$ cat src/rtl/input_activation_ctrl_if.sv
// Host-side command/write bus and compute-side activation stream of the feeder.
// The host drives the commands and write data; the feeder drives flags and slices.
interface input_activation_ctrl_if #(
    parameter int INPUT_WIDTH  = 32,
    parameter int OUTPUT_WIDTH = 8
);
    logic                    CLEAR_FIFO;
    logic                    START_FEED;
    logic                    FIFO_WR_CMD;
    logic [INPUT_WIDTH-1:0]  FIFO_WR_DATA;
    logic                    FIFO_EMPTY;
    logic                    FIFO_FULL;
    logic [OUTPUT_WIDTH-1:0] IN_ACT_DATA_OUT;
    logic                    DATA_VALID;

    modport master (
        output CLEAR_FIFO,
        output START_FEED,
        output FIFO_WR_CMD,
        output FIFO_WR_DATA,
        input  FIFO_EMPTY,
        input  FIFO_FULL,
        input  IN_ACT_DATA_OUT,
        input  DATA_VALID
    );

    modport slave (
        input  CLEAR_FIFO,
        input  START_FEED,
        input  FIFO_WR_CMD,
        input  FIFO_WR_DATA,
        output FIFO_EMPTY,
        output FIFO_FULL,
        output IN_ACT_DATA_OUT,
        output DATA_VALID
    );
endinterface

$ cat src/rtl/input_activation_ctrl.sv
// Buffers host words in a circular FIFO and streams them LSB-slice first, one slice per clock.
// Latency: first slice in the cycle after START_FEED is sampled; writes to a full FIFO are dropped.
module input_activation_ctrl #(
    parameter int INPUT_WIDTH  = 32,
    parameter int FIFO_DEPTH   = 64,
    parameter int OUTPUT_WIDTH = 8
) (
    input  logic                   CLK,
    input  logic                   RESETN,
    input_activation_ctrl_if.slave bus
);
    localparam int RATIO = INPUT_WIDTH / OUTPUT_WIDTH;
    localparam int PTR_W = $clog2(FIFO_DEPTH);
    localparam int CNT_W = PTR_W + 1;
    localparam int IDX_W = (RATIO > 1) ? $clog2(RATIO) : 1;

    localparam logic [IDX_W-1:0] IDX_LAST = IDX_W'(RATIO - 1);
    localparam logic [CNT_W-1:0] CNT_FULL = CNT_W'(FIFO_DEPTH);
    localparam logic [CNT_W-1:0] CNT_ONE  = CNT_W'(1);

    typedef enum logic {
        IDLE = 1'b0,
        FEED = 1'b1
    } state_t;

    state_t state_q, state_d;

    logic [INPUT_WIDTH-1:0] mem [FIFO_DEPTH];
    logic [PTR_W-1:0]       wr_ptr_q;
    logic [PTR_W-1:0]       rd_ptr_q;
    logic [CNT_W-1:0]       count_q;
    logic [IDX_W-1:0]       idx_q;

    logic                   empty;
    logic                   full;
    logic                   feeding;
    logic                   last_slice;
    logic                   pop;
    logic                   wr_en;
    logic [INPUT_WIDTH-1:0] head;

    assign empty      = (count_q == '0);
    assign full       = (count_q == CNT_FULL);
    assign feeding    = (state_q == FEED) && !empty;
    assign last_slice = (idx_q == IDX_LAST);
    assign pop        = feeding && last_slice;
    assign wr_en      = bus.FIFO_WR_CMD && !full;

    // State register
    always_ff @(posedge CLK or negedge RESETN) begin
        if (!RESETN) begin
            state_q <= IDLE;
        end else begin
            state_q <= state_d;
        end
    end

    // Leave FEED only once the FIFO is (or is about to be) empty; START_FEED is a pulse
    always_comb begin
        state_d = state_q;
        case (state_q)
            IDLE: begin
                if (bus.START_FEED && !empty) begin
                    state_d = FEED;
                end
            end
            FEED: begin
                if (empty) begin
                    state_d = IDLE;
                end else if (pop && !wr_en && (count_q == CNT_ONE)) begin
                    state_d = IDLE;
                end
            end
            default: state_d = IDLE;
        endcase
        if (bus.CLEAR_FIFO) begin
            state_d = IDLE;
        end
    end

    // Pointers, occupancy and slice index; power-of-two depth gives free wrap
    always_ff @(posedge CLK or negedge RESETN) begin
        if (!RESETN) begin
            wr_ptr_q <= '0;
            rd_ptr_q <= '0;
            count_q  <= '0;
            idx_q    <= '0;
        end else if (bus.CLEAR_FIFO) begin
            wr_ptr_q <= '0;
            rd_ptr_q <= '0;
            count_q  <= '0;
            idx_q    <= '0;
        end else begin
            if (wr_en) begin
                wr_ptr_q <= wr_ptr_q + 1'b1;
            end
            if (pop) begin
                rd_ptr_q <= rd_ptr_q + 1'b1;
            end
            if (feeding) begin
                idx_q <= last_slice ? '0 : idx_q + 1'b1;
            end
            case ({wr_en, pop})
                2'b10:   count_q <= count_q + 1'b1;
                2'b01:   count_q <= count_q - 1'b1;
                default: count_q <= count_q;
            endcase
        end
    end

    // Storage carries no reset; stale words are unreachable once the pointers are cleared
    always_ff @(posedge CLK) begin
        if (wr_en && !bus.CLEAR_FIFO) begin
            mem[wr_ptr_q] <= bus.FIFO_WR_DATA;
        end
    end

    assign head = mem[rd_ptr_q];

    assign bus.FIFO_EMPTY      = empty;
    assign bus.FIFO_FULL       = full;
    assign bus.DATA_VALID      = feeding;
    assign bus.IN_ACT_DATA_OUT = feeding ? head[int'(idx_q) * OUTPUT_WIDTH +: OUTPUT_WIDTH]
                                         : '0;
endmodule

$ cat src/flat_wrapper.sv
// flat-port wrapper written by rule: the top's interface ports become plain ports
module input_activation_ctrl_flat 
#(
    parameter int INPUT_WIDTH  = 32,
    parameter int FIFO_DEPTH   = 64,
    parameter int OUTPUT_WIDTH = 8
)
  (CLK, RESETN, bus_CLEAR_FIFO, bus_START_FEED, bus_FIFO_WR_CMD, bus_FIFO_WR_DATA, bus_FIFO_EMPTY, bus_FIFO_FULL, bus_IN_ACT_DATA_OUT, bus_DATA_VALID);
  input_activation_ctrl_if #(.INPUT_WIDTH(INPUT_WIDTH), .OUTPUT_WIDTH(OUTPUT_WIDTH)) bus_i ();
  input  logic CLK;
  input  logic RESETN;
  input wire logic [$bits(bus_i.CLEAR_FIFO)-1:0] bus_CLEAR_FIFO;
  input wire logic [$bits(bus_i.START_FEED)-1:0] bus_START_FEED;
  input wire logic [$bits(bus_i.FIFO_WR_CMD)-1:0] bus_FIFO_WR_CMD;
  input wire logic [$bits(bus_i.FIFO_WR_DATA)-1:0] bus_FIFO_WR_DATA;
  output wire logic [$bits(bus_i.FIFO_EMPTY)-1:0] bus_FIFO_EMPTY;
  output wire logic [$bits(bus_i.FIFO_FULL)-1:0] bus_FIFO_FULL;
  output wire logic [$bits(bus_i.IN_ACT_DATA_OUT)-1:0] bus_IN_ACT_DATA_OUT;
  output wire logic [$bits(bus_i.DATA_VALID)-1:0] bus_DATA_VALID;
  assign bus_i.CLEAR_FIFO = bus_CLEAR_FIFO;
  assign bus_i.START_FEED = bus_START_FEED;
  assign bus_i.FIFO_WR_CMD = bus_FIFO_WR_CMD;
  assign bus_i.FIFO_WR_DATA = bus_FIFO_WR_DATA;
  assign bus_FIFO_EMPTY = bus_i.FIFO_EMPTY;
  assign bus_FIFO_FULL = bus_i.FIFO_FULL;
  assign bus_IN_ACT_DATA_OUT = bus_i.IN_ACT_DATA_OUT;
  assign bus_DATA_VALID = bus_i.DATA_VALID;
  input_activation_ctrl #(.INPUT_WIDTH(INPUT_WIDTH), .FIFO_DEPTH(FIFO_DEPTH), .OUTPUT_WIDTH(OUTPUT_WIDTH)) u_core (.CLK(CLK), .RESETN(RESETN), .bus(bus_i));
endmodule
$ cat config.mk
export PLATFORM = sky130hd
export DESIGN_NAME = input_activation_ctrl_flat
export DESIGN_NICKNAME = d
export VERILOG_FILES = /design/src/rtl/input_activation_ctrl_if.sv /design/src/rtl/input_activation_ctrl.sv /design/src/flat_wrapper.sv
export SDC_FILE = /design/constraint.sdc
export NUM_CORES = 2
export LEC_CHECK = 0
export BUFFER_PORTS_ARGS = -buffer_cell sky130_fd_sc_hd__buf_2
export CORE_MARGIN = 1
export CORE_UTILIZATION = 25
export DETAILED_ROUTE_END_ITERATION = 6
export PLACE_DENSITY_LB_ADDON = 0.12
export SYNTH_ARGS = -nofsm -noshare
export SYNTH_HDL_FRONTEND = slang
export SYNTH_SLANG_ARGS = --single-unit
$ cat constraint.sdc
create_clock -name CLK -period 4.05 [get_ports CLK]
set_input_delay 0.6075 -clock CLK [delete_from_list [all_inputs] [get_ports CLK]]
set_output_delay 0.6075 -clock CLK [all_outputs]
set_load 0.02 [all_outputs]
# Word-level counts from Yosys, hierarchy flattened
# Memory sizes are Yosys's and may differ from the RTL's.
# Index checks and enable logic that the tools add are counted.
dict set report totals {
  reg_bits 22
  ramBits 2048
  inputBits 37
  output_inout_bits 11
  wordCells 51
  mem_count 1
}
# memory words word_bits read_ports rd_clocked_by_memory_dff wr line_no
set memory_table {}
lappend memory_table {u_core.mem 64 32 1 0 1 input_activation_ctrl.sv:28} ;# logic [INPUT_WIDTH-1:0] mem [FIFO_DEPTH];
dict set report op_classes {
  add_sub_neg 5
  n_eq_ne 5
  n_shift 1
  mux 17
  bitwise 1
  n_reduce_logical 16
}
# operator count
set ops {}
lappend ops {{$shiftx A32 B6 Y8} 1}
lappend ops {{$mux W6} 4}
lappend ops {{$pmux W7 S2} 1}
lappend ops {{$add A6 B1 Y6 const B} 2}
lappend ops {{$mux W8} 1}
lappend ops {{$add A7 B1 Y7 const B} 1}
lappend ops {{$eq A7 B1 Y1 const B} 1}
lappend ops {{$eq A7 B7 Y1 const B} 1}
lappend ops {{$logic_and A1 B1 Y1} 7}
lappend ops {{$logic_not A7 Y1} 1}
lappend ops {{$mux W7} 1}
lappend ops {{$sub A7 B1 Y7 const B} 1}
lappend ops {{$mux W1} 6}
lappend ops {{$mux W2} 3}
lappend ops {{$reduce_bool A2 Y1} 3}
lappend ops {{$eq A2 B2 Y1 const B} 2}
lappend ops {{$logic_not A1 Y1} 4}
lappend ops {{$reduce_bool A3 Y1} 1}
lappend ops {{$add A2 B1 Y2 const B} 1}
lappend ops {{$eq A2 B1 Y1 const B} 1}
lappend ops {{$pmux W1 S2} 1}
lappend ops {{$not A1 Y1} 1}

# Longest topological paths before layout
dict set report depth {
  depth_word 10
  depth_mapped 12
  mapped_depth_nobuf 9
}

# Worst setup path before layout
# Ideal clock, no wire load.
dict set report synth_timing {
  path_type {flip-flop to flip-flop}
  startpoint {register u_core.count_q[2]}
  endpoint {memory u_core.mem[63][0], enable pin}
  setup_time_ns 0.461
  t_arrival_ns 3.830
  required_time_ns 3.589
  setup_slack_ns -0.241
  stages_incl_launch_ff 8
  n_path_buf 2
  synth_period_minus_slack_ns 4.291
  path_cell_list {dfrtp_1 > or4_1 > clkbuf_1 > nor2_1 > nor2_1 > clkbuf_1 > nand3_1 > nor3_1}
}
dict set report synth_between {
  elab_chain_cells 6
}
# element line_no
set synth_rtl {}
lappend synth_rtl {{start: declaration} input_activation_ctrl.sv:31} ;# logic [CNT_W-1:0] count_q;
lappend synth_rtl {{start signal: assignment} input_activation_ctrl.sv:104} ;# 2'b10: count_q <= count_q + 1'b1;
lappend synth_rtl {{start signal: assignment} input_activation_ctrl.sv:105} ;# 2'b01: count_q <= count_q - 1'b1;
lappend synth_rtl {{start signal: assignment} input_activation_ctrl.sv:106} ;# default: count_q <= count_q;
lappend synth_rtl {{$eq A7 B7 Y1} input_activation_ctrl.sv:43} ;# assign full = (count_q == CNT_FULL);
lappend synth_rtl {{net bus_FIFO_FULL} flat_wrapper.sv:17} ;# output wire logic [$bits(bus_i.FIFO_FULL)-1:0] bus_FIFO_FULL;
lappend synth_rtl {{$logic_not A1 Y1} input_activation_ctrl.sv:47} ;# assign wr_en = bus.FIFO_WR_CMD && !full;
lappend synth_rtl {{$logic_and A1 B1 Y1} input_activation_ctrl.sv:47}
lappend synth_rtl {{$logic_and A1 B1 Y1} input_activation_ctrl.sv:113} ;# if (wr_en && !bus.CLEAR_FIFO) begin
lappend synth_rtl {{$mux W1} input_activation_ctrl.sv:113}
lappend synth_rtl {{$mux W1 (implied by the code)} input_activation_ctrl.sv:114} ;# mem[wr_ptr_q] <= bus.FIFO_WR_DATA;
lappend synth_rtl {{end: declaration} input_activation_ctrl.sv:28}
# The timed path passes the listed nets, and every way through them passes these cells.

# Worst setup path after layout
dict set report layout_timing {
  startpoint {register u_core.rd_ptr_q[0]}
  endpoint {output bus_IN_ACT_DATA_OUT[7]}
}
dict set report layout_between {
  elab_chain_cells 3
}
# element line_no
set layout_rtl {}
lappend layout_rtl {{start: declaration} input_activation_ctrl.sv:30} ;# logic [PTR_W-1:0] rd_ptr_q;
lappend layout_rtl {{start signal: assignment} input_activation_ctrl.sv:98} ;# rd_ptr_q <= rd_ptr_q + 1'b1;
lappend layout_rtl {{$mem_v2 Z64 W32} --}
lappend layout_rtl {{$shiftx A32 B6 Y8} input_activation_ctrl.sv:123} ;# assign bus.IN_ACT_DATA_OUT = feeding ? head[int'(idx_q) * OUTPUT_WIDTH +: OUTPUT_WIDTH]
lappend layout_rtl {{$mux W8} input_activation_ctrl.sv:123}
lappend layout_rtl {{end: declaration} flat_wrapper.sv:18} ;# output wire logic [$bits(bus_i.IN_ACT_DATA_OUT)-1:0] bus_IN_ACT_DATA_OUT;
# No other way between the ends.

==> summary.txt <==
Port bufs - 47
Dpl cells - 8,108
RSZ-0062 raised after global routing - yes
WP buf/inv - 4
CTS clk-pin slew, worst paths - 0.06 ns
Drt pass-1 iters - 5
Failing checks - setup timing
Setup Skew - 0.04801 ns
CTS Buf Count - 235
Cell count after synthesis - 3,672
# IOs - 48
Main flop type after synthesis - edfxtp_1
Die Area - 322,100 sq um
Routed Antenna Nets - 0
Syn Nets - 3,716
Slowest stage delay, CP - 0.60 ns
Multi-input logic area - 17,960 sq um
Most used cell along the critical path - buf_12
Clk_lat worst skew - 0.89 ns
CP Data Required Time - 3.44 ns
Initial antenna violation count - 21
Internal Power - 35.20 mW
Relative max-transition margin - 10.85%
Initial Utilization - 25.14%
Share of the synthesized area in the top cell type - 76.92%
Post-synthesis register bit count - 2,070
Final Worst Setup Slack - -0.6700 ns
Final slew viol count - 0
Fin Setup TNS - -4.490 ns
EDFF count, synth - 2,048
Distinct cells, synth - 75
Combinational Power Share - 1.6%
CP max stage cell - or4_4
Hpwl dp - 172.9 mm
Sequential element share of the synthesized area - 77.61%
Actual slew at the worst max-slew pin - 1.337 ns
Sink Count - 2,070
Layout Utilization - 31.03%
Via Count - 41,389
CP Data Arrival Time - 4.11 ns
Yosys warns - 0
Area after DPL - 89,080 sq um
Die X-Extent - 567.5 um
Net switching power - 9.270 mW
Final period utilization - 116.5%
CTS tree - done
Total chip power - 44.47 mW
Area grow syn2layout - 23.41%
Post-synth top cells - edfxtp_1 (2,048), mux4_2 (427), mux2i_1 (198)
Endpoints failing hold - 0
Critical path capture point type - output port
Min-delay worst type - in -> reg
Nets - 4,313
P_leak - 29.81 nW
Post-synth top area cell - edfxtp_1
DR DRC count - 0
Netlist Area Pre-Place - 79,960 sq um
Cells along the critical path - buf_12 > buf_16 > buf_12 > mux4_2 > o22ai_4 > or4_4 > o211ai_1 > a32o_2 > buf_6
Fin cells - 8,633
GPL Wtd Cong - 0.7511
Maximum clock frequency - 211.9 MHz
Die height - 567.5 um
Switching Share - 20.85%
H-tree depth - 4
Crit-path max FO - 6
Crit path launch type - flip-flop
GR Util All Layers - 17.58%
First-pass GRT wire length - 385.8 mm
CTS Buffer Depth - 4
Peak supply drop - 365.2 uV
Async SR Flop Fraction - 1.063%
Layout cells sized above 1 - 34.54%
Total wire length - 291.3 mm
Final Cell Area - 98,680 sq um
FF-to-FF setup slack - 0.32 ns
Vias in the first global route - 42,265
Iteration-0 DRC Markers - 3,875
Power Density - 450.7 nW/um^2
Setup violations, final - 8
Min Hold Slack - 0.2563 ns
Root buffer cell - clkbuf_16
Minimum clock period - 4.720 ns
Synth area leaders - edfxtp_1 (77%), mux4_2 (12%), mux2i_1 (2.5%), a22oi_1 (0.84%), dfrtp_1 (0.69%)
# fillers - 30,549
Register area - 62,070 sq um
Setup Crit Path Kind - reg -> out
Kind of cell adding the most delay to the critical path - compound AO/OA/AOI/OAI gates
Status - finished, violations left
Clock Power Share - 45.3%
Most numerous cell in the Yosys netlist - edfxtp_1
Total of max-cap violations - 0
Largest net degree at the start of global routing - 65
Core area - 318,100 sq um
Total gr overflow - 0
Pre-CTS setup slack - -0.6426 ns
Reg power frac - 53.1%
Row cnt - 207
Synth Area per Inst - 21.77 sq um
Routed vias/inst - 4.794
WL per Instance - 33.74 um
-- final cells by class --
| class | instances | share of cell area [%] |
|---|---|---|
| Antenna cell | 6 | 0.01522 |
| Tap cell | 4180 | 5.300 |
| Inverter | 11 | 0.04818 |
| Clock buffer | 296 | 6.192 |
| Multi-Input combinational cell | 1381 | 18.20 |
| Timing Repair Buffer | 570 | 6.337 |
| Sequential cell | 2070 | 62.90 |
| Clock inverter | 119 | 1.000 |
-- power by group through the flow --
| stage | combinational (mW) | clock, mW | sequential (mW) |
|---|---|---|---|
| 6_report | 0.701 | 20.2 | 23.6 |
| 2_1_floorplan | 0.117 | 0 | 24.0 |
| 5_1_grt | 0.754 | 21.4 | 23.6 |
| 4_1_cts | 0.715 | 20.8 | 23.6 |
| 3_5_place_dp | 0.696 | 0 | 24.1 |
| 3_3_place_gp | 0.682 | 0 | 24.1 |
-- kinds of logic (layout without fill, tap and decap cells) --
logic type / after synthesis / in the layout / synth area share, %
AND/OR/NAND/NOR: 308 / 308 / 1.806
multiplexers: 649 / 649 / 14.96
adder cells (fa/ha/maj): 7 / 7 / 0.1095
flip-flops: 2070 / 2070 / 77.61
other: 0 / 6 / 0
AO/OA/AOI/OAI: 401 / 401 / 3.627
XOR/XNOR: 16 / 16 / 0.1753
buffers and inverters: 221 / 996 / 1.720
-- path summary, 6_finish.rpt --
check                                               startpoint                        endpoint  cells after the start
worst max-delay path            u_core.rd_ptr_q[0]$_DFFE_PN0P_          bus_IN_ACT_DATA_OUT[7]                      9
worst min-delay path                      bus_FIFO_WR_DATA[19]    u_core.mem[57][19]$_DFFE_PP_                      1
worst max register to register   u_core.count_q[0]$_DFFE_PN0P_    u_core.mem[48][25]$_DFFE_PP_                      9
worst min register to register   u_core.count_q[5]$_DFFE_PN0P_   u_core.count_q[5]$_DFFE_PN0P_                      2
max in group asynchronous                               RESETN  u_core.rd_ptr_q[3]$_DFFE_PN0P_                      2
min in group asynchronous                               RESETN   u_core.count_q[0]$_DFFE_PN0P_                      2
-- state kept, by name (all words and copies together), names as in the netlist --
register / flops
u_core.wr_ptr_q: 6
u_core.idx_q: 2
u_core.rd_ptr_q: 6
u_core.count_q: 7
u_core.mem: 2048
u_core.state_q: 1
-- metal layers --
layer / up-vias / share of wire [%] / track usage [%]
met2: 1079 / 48 / 28.83
met4: 2 / 1.9 / 3.620
met5: - / 0.0041 / 0
met3: 289 / 4.1 / 2.209
li1: 16832 / - / -
met1: 23187 / 46 / 24.93
-- worst reg2reg max path, stage by stage, from the launching register on --
cell,delay [ns]
dfrtp_1,0.45
inv_1,0.10
ha_1,0.24
nand2_1,0.10
o21ai_1,0.21
nor2_1,0.35
nand2_1,0.44
buf_4,0.32
nor2_4,0.82
buf_12,0.35
-- cells in the final DEF, fill, tap and decap left out, drive strengths merged, types with 7 or more instances in the layout --
cell and count:
bufinv 14, a22oi 89, nand2b 9, nand4 7, a31oi 7, clkbuf 307, clkinv 99, nor2 120
o221ai 34, nand3 27, mux4 433, ha 7, xnor2 12, nor2b 15, a21oi 60, inv 14
mux2i 198, a211oi 26, a22o 17, o21ai 33, and2 10, nor3 14, edfxtp 2048, dfrtp 22
or2 7, nand2 68, mux2 18, a221oi 33, o31ai 8, o211ai 9, o22ai 43, buf 555
-- timing repair --
action	in CTS	in global routing
endpoints found under the hold margin	26	0
pin swaps	11	57
setup endpoints to repair	8	8
hold buffers	3	0
gates resized for setup	119	163
gates cloned	2	12
setup buffers	24	74
No activity file was read; power rests on OpenSTA's default activity.
